--- config.mk ---
export PLATFORM = sky130hd
export DESIGN_NAME = nv_nvdla_csb2apb_flat
export DESIGN_NICKNAME = d
export VERILOG_FILES = /design/src/rtl/nv_nvdla_csb2apb_pkg.sv /design/src/rtl/nv_nvdla_csb2apb_if.sv /design/src/rtl/nv_nvdla_csb2apb.sv /design/src/flat_wrapper.sv
export SDC_FILE = /design/constraint.sdc
export NUM_CORES = 1
export LEC_CHECK = 0
export CORE_MARGIN = 5
export CORE_UTILIZATION = 39
export CTS_CLUSTER_SIZE = 10
export DETAILED_ROUTE_END_ITERATION = 16
export PLACE_DENSITY = 0.8
export REMOVE_ABC_BUFFERS = 1
export SLEW_MARGIN = 5
export SYNTH_ARGS = -nofsm -noshare
export SYNTH_HDL_FRONTEND = slang
export SYNTH_SLANG_ARGS = --single-unit
--- constraint.sdc ---
create_clock -name pclk -period 2 [get_ports pclk]
set_clock_uncertainty 0.2 [all_clocks]
set_input_delay 0.2 -clock pclk [delete_from_list [all_inputs] [get_ports pclk]]
set_output_delay 0.2 -clock pclk [all_outputs]
set_load 0.02 [all_outputs]
--- src/rtl/nv_nvdla_csb2apb_pkg.sv ---
// Shared types and constants for the CSB-to-APB bridge.
package nv_nvdla_csb2apb_pkg;

    localparam int CSB_ADDR_W = 16;
    localparam int DATA_W     = 32;
    localparam int APB_ADDR_W = 32;

    typedef enum logic [1:0] {
        IDLE   = 2'd0,
        SETUP  = 2'd1,
        ACCESS = 2'd2
    } state_e;

    typedef struct packed {
        logic [CSB_ADDR_W-1:0] addr;
        logic [DATA_W-1:0]     wdat;
        logic                  write;
        logic                  nposted;
    } csb_req_t;

    // CSB addresses are word addresses; APB wants bytes under a fixed window.
    function automatic logic [APB_ADDR_W-1:0] csb2apb_addr(input logic [13:0]           base_hi,
                                                           input logic [CSB_ADDR_W-1:0] addr);
        return {base_hi, addr, 2'b00};
    endfunction

endpackage

--- src/rtl/nv_nvdla_csb2apb_if.sv ---
// CSB target + APB master bundle. "slave" is the bridge's view, "master" the environment's.
// NVDLA_CSB2APB_WR_COMPLETE_EN adds the write-completion return signal.
interface nv_nvdla_csb2apb_if;
    import nv_nvdla_csb2apb_pkg::*;

    logic                  csb2nvdla_valid;
    logic                  csb2nvdla_ready;
    logic [CSB_ADDR_W-1:0] csb2nvdla_addr;
    logic [DATA_W-1:0]     csb2nvdla_wdat;
    logic                  csb2nvdla_write;
    logic                  csb2nvdla_nposted;
    logic                  nvdla2csb_valid;
    logic [DATA_W-1:0]     nvdla2csb_data;
`ifdef NVDLA_CSB2APB_WR_COMPLETE_EN
    logic                  nvdla2csb_wr_complete;
`endif
    logic                  psel;
    logic                  penable;
    logic                  pwrite;
    logic [APB_ADDR_W-1:0] paddr;
    logic [DATA_W-1:0]     pwdata;
    logic [DATA_W-1:0]     prdata;
    logic                  pready;

`ifdef NVDLA_CSB2APB_WR_COMPLETE_EN
    modport slave (
        input  csb2nvdla_valid, csb2nvdla_addr, csb2nvdla_wdat, csb2nvdla_write, csb2nvdla_nposted,
        output csb2nvdla_ready, nvdla2csb_valid, nvdla2csb_data, nvdla2csb_wr_complete,
        output psel, penable, pwrite, paddr, pwdata,
        input  prdata, pready
    );
    modport master (
        output csb2nvdla_valid, csb2nvdla_addr, csb2nvdla_wdat, csb2nvdla_write, csb2nvdla_nposted,
        input  csb2nvdla_ready, nvdla2csb_valid, nvdla2csb_data, nvdla2csb_wr_complete,
        input  psel, penable, pwrite, paddr, pwdata,
        output prdata, pready
    );
`else
    modport slave (
        input  csb2nvdla_valid, csb2nvdla_addr, csb2nvdla_wdat, csb2nvdla_write, csb2nvdla_nposted,
        output csb2nvdla_ready, nvdla2csb_valid, nvdla2csb_data,
        output psel, penable, pwrite, paddr, pwdata,
        input  prdata, pready
    );
    modport master (
        output csb2nvdla_valid, csb2nvdla_addr, csb2nvdla_wdat, csb2nvdla_write, csb2nvdla_nposted,
        input  csb2nvdla_ready, nvdla2csb_valid, nvdla2csb_data,
        input  psel, penable, pwrite, paddr, pwdata,
        output prdata, pready
    );
`endif

endinterface

--- src/rtl/nv_nvdla_csb2apb.sv ---
// CSB-to-APB bridge: one outstanding CSB request replayed as an APB3 transfer.
// Optional NVDLA_CSB2APB_WR_COMPLETE_EN returns completions for non-posted writes.
module nv_nvdla_csb2apb
    import nv_nvdla_csb2apb_pkg::*;
#(
    parameter logic [31:0] APB_BASE = 32'h0000_0000
) (
    input  logic                pclk,
    input  logic                prstn,
    nv_nvdla_csb2apb_if.slave   bus
);

    state_e            state;
    state_e            state_nxt;
    csb_req_t          req;
    logic              rsp_valid;
    logic [DATA_W-1:0] rsp_data;
    logic              accept;
    logic              done;

    assign accept = bus.csb2nvdla_valid & bus.csb2nvdla_ready;
    assign done   = (state == ACCESS) & bus.pready;

    always_ff @(posedge pclk) begin
        if (!prstn) state <= IDLE;
        else        state <= state_nxt;
    end

    always_comb begin
        state_nxt = state;
        case (state)
            IDLE:    if (accept) state_nxt = SETUP;
            SETUP:   state_nxt = ACCESS;
            ACCESS:  if (bus.pready) state_nxt = IDLE;
            default: state_nxt = IDLE;
        endcase
    end

    always_ff @(posedge pclk) begin
        if (!prstn) begin
            req <= '0;
        end else if (accept) begin
            req.addr    <= bus.csb2nvdla_addr;
            req.wdat    <= bus.csb2nvdla_wdat;
            req.write   <= bus.csb2nvdla_write;
            req.nposted <= bus.csb2nvdla_nposted;
        end
    end

    // Reset clears rsp_valid so a response caught mid-reset never returns.
    always_ff @(posedge pclk) begin
        if (!prstn) begin
            rsp_valid <= 1'b0;
            rsp_data  <= '0;
        end else begin
            rsp_valid <= done & ~req.write;
            if (done & ~req.write) rsp_data <= bus.prdata;
        end
    end

`ifdef NVDLA_CSB2APB_WR_COMPLETE_EN
    logic wr_cpl;

    always_ff @(posedge pclk) begin
        if (!prstn) wr_cpl <= 1'b0;
        else        wr_cpl <= done & req.write & req.nposted;
    end

    assign bus.nvdla2csb_wr_complete = wr_cpl;
`else
    logic unused_nposted;
    assign unused_nposted = req.nposted;
`endif

    assign bus.csb2nvdla_ready = prstn & (state == IDLE);
    assign bus.psel            = (state != IDLE);
    assign bus.penable         = (state == ACCESS);
    assign bus.pwrite          = req.write;
    assign bus.paddr           = csb2apb_addr(APB_BASE[31:18], req.addr);
    assign bus.pwdata          = req.wdat;
    assign bus.nvdla2csb_valid = rsp_valid;
    assign bus.nvdla2csb_data  = rsp_data;

endmodule

--- src/flat_wrapper.sv ---
// flat-port wrapper written by rule: the top's interface ports become plain ports
module nv_nvdla_csb2apb_flat import nv_nvdla_csb2apb_pkg::*;
#(
    parameter logic [31:0] APB_BASE = 32'h0000_0000
)
  (pclk, prstn, bus_csb2nvdla_valid, bus_csb2nvdla_addr, bus_csb2nvdla_wdat, bus_csb2nvdla_write, bus_csb2nvdla_nposted, bus_csb2nvdla_ready, bus_nvdla2csb_valid, bus_nvdla2csb_data, bus_psel, bus_penable, bus_pwrite, bus_paddr, bus_pwdata, bus_prdata, bus_pready);
  nv_nvdla_csb2apb_if bus_i ();
  input  logic pclk;
  input  logic prstn;
  input wire logic [$bits(bus_i.csb2nvdla_valid)-1:0] bus_csb2nvdla_valid;
  input wire logic [$bits(bus_i.csb2nvdla_addr)-1:0] bus_csb2nvdla_addr;
  input wire logic [$bits(bus_i.csb2nvdla_wdat)-1:0] bus_csb2nvdla_wdat;
  input wire logic [$bits(bus_i.csb2nvdla_write)-1:0] bus_csb2nvdla_write;
  input wire logic [$bits(bus_i.csb2nvdla_nposted)-1:0] bus_csb2nvdla_nposted;
  output wire logic [$bits(bus_i.csb2nvdla_ready)-1:0] bus_csb2nvdla_ready;
  output wire logic [$bits(bus_i.nvdla2csb_valid)-1:0] bus_nvdla2csb_valid;
  output wire logic [$bits(bus_i.nvdla2csb_data)-1:0] bus_nvdla2csb_data;
  output wire logic [$bits(bus_i.psel)-1:0] bus_psel;
  output wire logic [$bits(bus_i.penable)-1:0] bus_penable;
  output wire logic [$bits(bus_i.pwrite)-1:0] bus_pwrite;
  output wire logic [$bits(bus_i.paddr)-1:0] bus_paddr;
  output wire logic [$bits(bus_i.pwdata)-1:0] bus_pwdata;
  input wire logic [$bits(bus_i.prdata)-1:0] bus_prdata;
  input wire logic [$bits(bus_i.pready)-1:0] bus_pready;
  assign bus_i.csb2nvdla_valid = bus_csb2nvdla_valid;
  assign bus_i.csb2nvdla_addr = bus_csb2nvdla_addr;
  assign bus_i.csb2nvdla_wdat = bus_csb2nvdla_wdat;
  assign bus_i.csb2nvdla_write = bus_csb2nvdla_write;
  assign bus_i.csb2nvdla_nposted = bus_csb2nvdla_nposted;
  assign bus_csb2nvdla_ready = bus_i.csb2nvdla_ready;
  assign bus_nvdla2csb_valid = bus_i.nvdla2csb_valid;
  assign bus_nvdla2csb_data = bus_i.nvdla2csb_data;
  assign bus_psel = bus_i.psel;
  assign bus_penable = bus_i.penable;
  assign bus_pwrite = bus_i.pwrite;
  assign bus_paddr = bus_i.paddr;
  assign bus_pwdata = bus_i.pwdata;
  assign bus_i.prdata = bus_prdata;
  assign bus_i.pready = bus_pready;
  nv_nvdla_csb2apb #(.APB_BASE(APB_BASE)) u_core (.pclk(pclk), .prstn(prstn), .bus(bus_i));
endmodule
==> run metrics, run 1 <==
outcome complete, no violations; die height between 100 and 150 um; antenna violations before repair 0; final setup vio count 0; post-synthesis register bit count 84; max-cap violations 0; RSZ-0062 raised after global routing no; Top FF cell, synth dfxtp_1; Hold Path Depth 3; Crit Path Max Fanout 7; Worst setup SP type flip-flop; met1 wire length 3740 um; H-tree Lvls 3; cell leakage power 2.47 nW; Pwr Density 696 nW/um2; share of layout cells above drive strength 1 0.0495; Reg2Reg Depth 3; core outline area roughly 8700 um2; reg2reg setup slack approximately 0.47 ns; DR pass1 iterations 4; CP endpoint kind output pin; Top-Level Pins between 150 and 200; leading area contributor after synthesis dfxtp_1; Post-Syn Area per Cell 9.28 um2; worst hold slack 0.197 ns; clock root buffer clkbuf_8; Hold EP u_core.bus.paddr[2]$_SDFFE_PN0P_; Syn Inst Count about 380; Port Buffers 169; Num CTS Buffers 9; Worst Path Required 1.60 ns; floorplan row count 34; initial drt markers 47; uppermost routed layer met4; post-synthesis sequential area ratio 0.481; Netlist Area Pre-Place 3500 um2; vias per std cell about 4.4; vias post-DR 2844; post-layout util 0.618; CTS tree done; total die area 11000 um2; Worst R2R Start u_core.state[0]$_SDFFE_PN0P_; first-pass GRT wire length 13800 um; FILL cells 743; CTS Buffer Depth 2; Antenna Nets Post-Route 0; top cell type's share of synthesized area 0.481; final hold vios 0; initial core utilization 0.401; die width 105 um; Clock Sinks 84; post-DP HPWL 6520 um; Final Critical Period 1.93 ns; peak supply drop 0.000364 V; GRT Resource Usage Total 0.151; Post-synth EDFFs 0; wire length on met3 894 um; Netlist cell types 17; Overflow after GRT 0; largest net degree at the start of global routing 113; Slew Limit Fails 0; FMAX 0.518 GHz; YS warnings 0; Hold Crit Start bus_csb2nvdla_addr[0]; Worst Path Arrival 1.53 ns; ys async rst share 0; Area Overhead vs Synth 54.1%; Worst-Skew Late Latency 0.34 ns; GPL Wtd Cong 0.682; most numerous cell in the Yosys netlist nand2_1; vias in the first global route 2844; reg2reg end u_core.bus.pwdata[24]$_SDFFE_PN0P_; CP Class flip-flop to output pin; synth top area cells dfxtp_1, mux2i_1, nand2_1, inv_1, buf_4; Reg clk slew, reported paths 0.09 ns; Post-synth top cells nand2_1, dfxtp_1, mux2i_1; layout net count 626; HP Class primary input to flip-flop; Wirelength per Cell around 13 um; # diodes 0; DRC violations left 0; total setup buffers inserted after CTS 0; met2 WL 3920 um; Total Wirelength 8660 um; Tcrit/Tclk final 0.965
registers in the layout (all words and copies together), names as in the netlist:
signal                      flops
u_core.bus.nvdla2csb_data      32
u_core.bus.pwdata              32
u_core.state                    2
u_core.bus.pwrite               1
u_core.bus.paddr               16
u_core.bus.nvdla2csb_valid      1
cell families after synthesis:
| group | Yosys count | synth area share |
|---|---|---|
| other | 1 | 0.00107 |
| buffers and inverters | 89 | 0.142 |
| multiplexers | 81 | 0.232 |
| AND/OR/NAND/NOR | 121 | 0.142 |
| AO/OA/AOI/OAI | 1 | 0.00215 |
| flip-flops | 84 | 0.481 |
repair_timing:
action                                  CTS  global route
hold endpoints to repair                  3             0
hold buffers                              1             0
gates resized for setup                   2             2
endpoints found under the setup margin    3             2
placed cells by master, fill, tap and decap left out, drive strengths merged:
cell type      instances
clkinv                 1
clkbuf                12
or2                    1
clkinvlp               2
o21a                   1
conb                  16
buf                    7
nand4bb                1
inv                   50
dlygate4sd2            1
and2b                  2
bufinv                 1
dfxtp                 84
nor4bb                 1
dlymetal6s2s           1
mux2i                 81
nor3b                  2
clkdlybuf4s50        166
and2                   1
nand2                113
dlygate4sd3            1
worst max-delay path: stages, from the launching register on:
cell and delay (ns):
dfxtp_2 0.37, and2b_2 0.22, clkdlybuf4s50_1 0.60
report_power, final:
group	total (mW)	internal [mW]	switching [mW]
combinational	0.760	0.411	0.349
clock	1.17	0.578	0.591
sequential	1.82	1.77	0.0516
worst max-delay path by stage:
stage	start	endpoint	slack [ns]	cells past startpoint
after floorplan	u_core.bus.pwrite$_SDFFE_PN0P_	u_core.bus.nvdla2csb_data[0]$_SDFFE_PN0P_	-1.80	2
after global placement	bus_pready	u_core.bus.nvdla2csb_data[0]$_SDFFE_PN0P_	0.22	4
after detailed placement	bus_pready	u_core.bus.nvdla2csb_data[20]$_SDFFE_PN0P_	0.15	4
after CTS	u_core.state[1]$_SDFFE_PN0P_	bus_psel	0.01	2
after global routing	u_core.state[0]$_SDFFE_PN0P_	bus_penable	0.003	2
final	u_core.state[0]$_SDFFE_PN0P_	bus_penable	0.07	2
final cells by class:
cell class	count	area, um2	share of cell area
timing repair buffer	176	1800	0.333
sequential	84	1680	0.313
multi-input combinational	219	1400	0.260
inverter	50	188	0.0348
clock buffer	12	135	0.0251
tap	108	135	0.0251
clock inverter	4	50.0	0.00929
layer usage:
| layer | up-vias | global-route usage |
|---|---|---|
| met1 | 1260 | 0.183 |
| met3 | 8 | 0.0752 |
| met5 | - | 0 |
| met2 | 123 | 0.241 |
| li1 | 1453 | - |
| met4 | 0 | 0.0374 |
through the flow:
stage	setup WS, ns	power (mW)	instance area [um2]	std cells	TNS (ns)
after global routing	0.00323	3.94	5390	653	0
final	0.0703	3.75	5390	653	0
after detailed placement	0.151	2.62	5190	636	0
after global placement	0.222	2.61	5190	636	0
after CTS	0.0121	3.80	5380	653	0
after floorplan	-1.80	2.19	3240	353	-127.05
Note: power is estimated with default switching activity, not from simulation.
==> run 2, diff against run 1 <==
--- a/config.mk
+++ b/config.mk
@@ -9,9 +9,9 @@
 export CORE_UTILIZATION = 39
 export CTS_CLUSTER_SIZE = 10
 export DETAILED_ROUTE_END_ITERATION = 16
-export PLACE_DENSITY = 0.8
+export PLACE_DENSITY = 0.82
 export REMOVE_ABC_BUFFERS = 1
-export SLEW_MARGIN = 5
+export SLEW_MARGIN = 20
 export SYNTH_ARGS = -nofsm -noshare
 export SYNTH_HDL_FRONTEND = slang
 export SYNTH_SLANG_ARGS = --single-unit
==> run 2 against run 1 <==
  * Maximum frequency rose by 1.2%
  * Largest power group unchanged
  * Die area did not move
  * Power fell by 0.90%
  * Critical path depth did not move
  * Flip-flop and latch count did not move
  * Final cell count fell by 0.46%
  * Clock power barely moved
  * Largest cell class unchanged
==> run metrics, run 2 (synthesis results as in run 1) <==
outcome complete, no violations; crit-path max cell delay 0.59 ns; floorplan row count 34; Antenna Nets Post-Route 0; GRT Resource Usage Total 0.156; clock root buffer clkbuf_8; core outline area 8720 um2; Num CTS Buffers 9; slowest CP cell clkdlybuf4s50_1; P_sw 0.977 mW; Clock Sinks 84; Worst Path Arrival 1.51 ns; die height 105 um; commonest non-fill, non-tap cell in the layout clkdlybuf4s50_1; peak supply drop around 0.00036 V; crit-path cells and2b_2, clkdlybuf4s50_1; max-cap violations 0; share of layout cells above drive strength 1 0.0498; post-DP HPWL 6540 um; layout net count approximately 630; Slew Limit Fails 0; vias per std cell between 4 and 5; DRC violations left 0; Crit Path Max Fanout 7; CP Class flip-flop to output pin; sw frac 0.263; Wirelength per Cell 13.3 um; Slew Limit Headroom 0.615; H-tree Lvls 3; FILL cells just over 700; first-pass GRT wire length around 14000 um; DR pass1 iterations 4; vias in the first global route 2979; Port Buffers roughly 170; Worst-Skew Late Latency 0.33 ns; Final Critical Period approximately 1.9 ns; die width 105 um; CTS Buffer Depth 2; internal power about 2.7 mW; Worst Tran Pin Value 0.578 ns; Total Wirelength 8630 um; cell leakage power roughly 2.5 nW; worst hold slack between 0.15 and 0.2 ns; Total Power approximately 3.7 mW; Overflow after GRT 0; clock group share of total power 0.307; # diodes 0; final setup vio count 0; initial drt markers 54; CTS tree done; sequential share of power 0.490; RSZ-0062 raised after global routing no; total die area 11000 um2; total setup buffers inserted after CTS 0; Pwr Density between 600 and 700 nW/um2; CP endpoint kind output pin; antenna violations before repair 0; vias post-DR around 2.9k; Area Overhead vs Synth 53.0%; commonest non-fill, non-tap cells in the layout clkdlybuf4s50_1, nand2_1, dfxtp_1; CTS Hold Buffers Added 0; Worst setup SP type flip-flop; HP Class primary input to flip-flop; Tcrit/Tclk final 0.953; FMAX 0.525 GHz; initial core utilization 0.401; combinational share of power 0.203; Worst Path Required 1.60 ns; largest net degree at the start of global routing 61; final hold vios 0; Reg clk slew, reported paths around 0.09 ns; GPL Wtd Cong 0.734; Top-Level Pins 187
run 2: what timing repair did:
| action | CTS | global route |
|---|---|---|
| endpoints found under the hold margin | 0 | 0 |
| setup endpoints to repair | 1 | 3 |
| resized for setup | 1 | 3 |
run 2: power by group through the flow:
| stage | logic (mW) | clock network (mW) | registers [mW] |
|---|---|---|---|
| 2_1_floorplan | 0.217 | 0 | 1.97 |
| 3_3_place_gp | 0.746 | 0 | 1.85 |
| 3_5_place_dp | 0.759 | 0 | 1.86 |
| 4_1_cts | 0.762 | 1.19 | 1.82 |
| 5_1_grt | 0.808 | 1.26 | 1.84 |
| 6_report | 0.753 | 1.14 | 1.82 |
run 2: final cells by class:
cell class / count / area (um2) / area share
timing repair buffer: 175 / 1760 / 0.330
sequential: 84 / 1680 / 0.315
multi-input combinational: 219 / 1400 / 0.262
inverter: 50 / 188 / 0.0351
tap: 108 / 135 / 0.0253
clock buffer: 10 / 128 / 0.0238
clock inverter: 4 / 52.6 / 0.00982
run 2: worst max-delay path, delay by kind of cell (launching register included):
family	cells	cell delay (ns)
AND/OR/NAND/NOR	1	0.22
buffers and inverters	1	0.59
flip-flops	1	0.36
run 2: per-layer routing:
layer / track usage / wire length, um
met3: 0.0727 / 874
met1: 0.184 / 3670
met4: 0.0429 / 102
met2: 0.257 / 3990
met5: 0 / 0
run 2: final timing paths:
path                                              start                                    endpoint  slack [ns]  depth (start not counted)
min                                               prstn   u_core.bus.nvdla2csb_data[1]$_SDFFE_PN0P_        0.20                          4
max reg2reg                u_core.state[0]$_SDFFE_PN0P_            u_core.bus.paddr[7]$_SDFFE_PN0P_        0.52                          3
max                        u_core.state[0]$_SDFFE_PN0P_                                 bus_penable        0.09                          2
min reg2reg  u_core.bus.nvdla2csb_data[28]$_SDFFE_PN0P_  u_core.bus.nvdla2csb_data[28]$_SDFFE_PN0P_        0.26                          2
run 2: metrics by stage:
step / utilization / setup TNS (ns) / cell area (um2) / std cells / setup WS (ns)
global placement: 0.592 / 0 / 5160 / 636 / 0.215
detailed placement: 0.592 / 0 / 5160 / 636 / 0.173
floorplan: - / -127.05 / 3240 / 353 / -1.80
global route: 0.614 / 0 / 5350 / 650 / 0.0318
finish: 0.614 / 0 / 5350 / 650 / 0.0941
CTS: 0.613 / 0 / 5350 / 650 / 0.0352
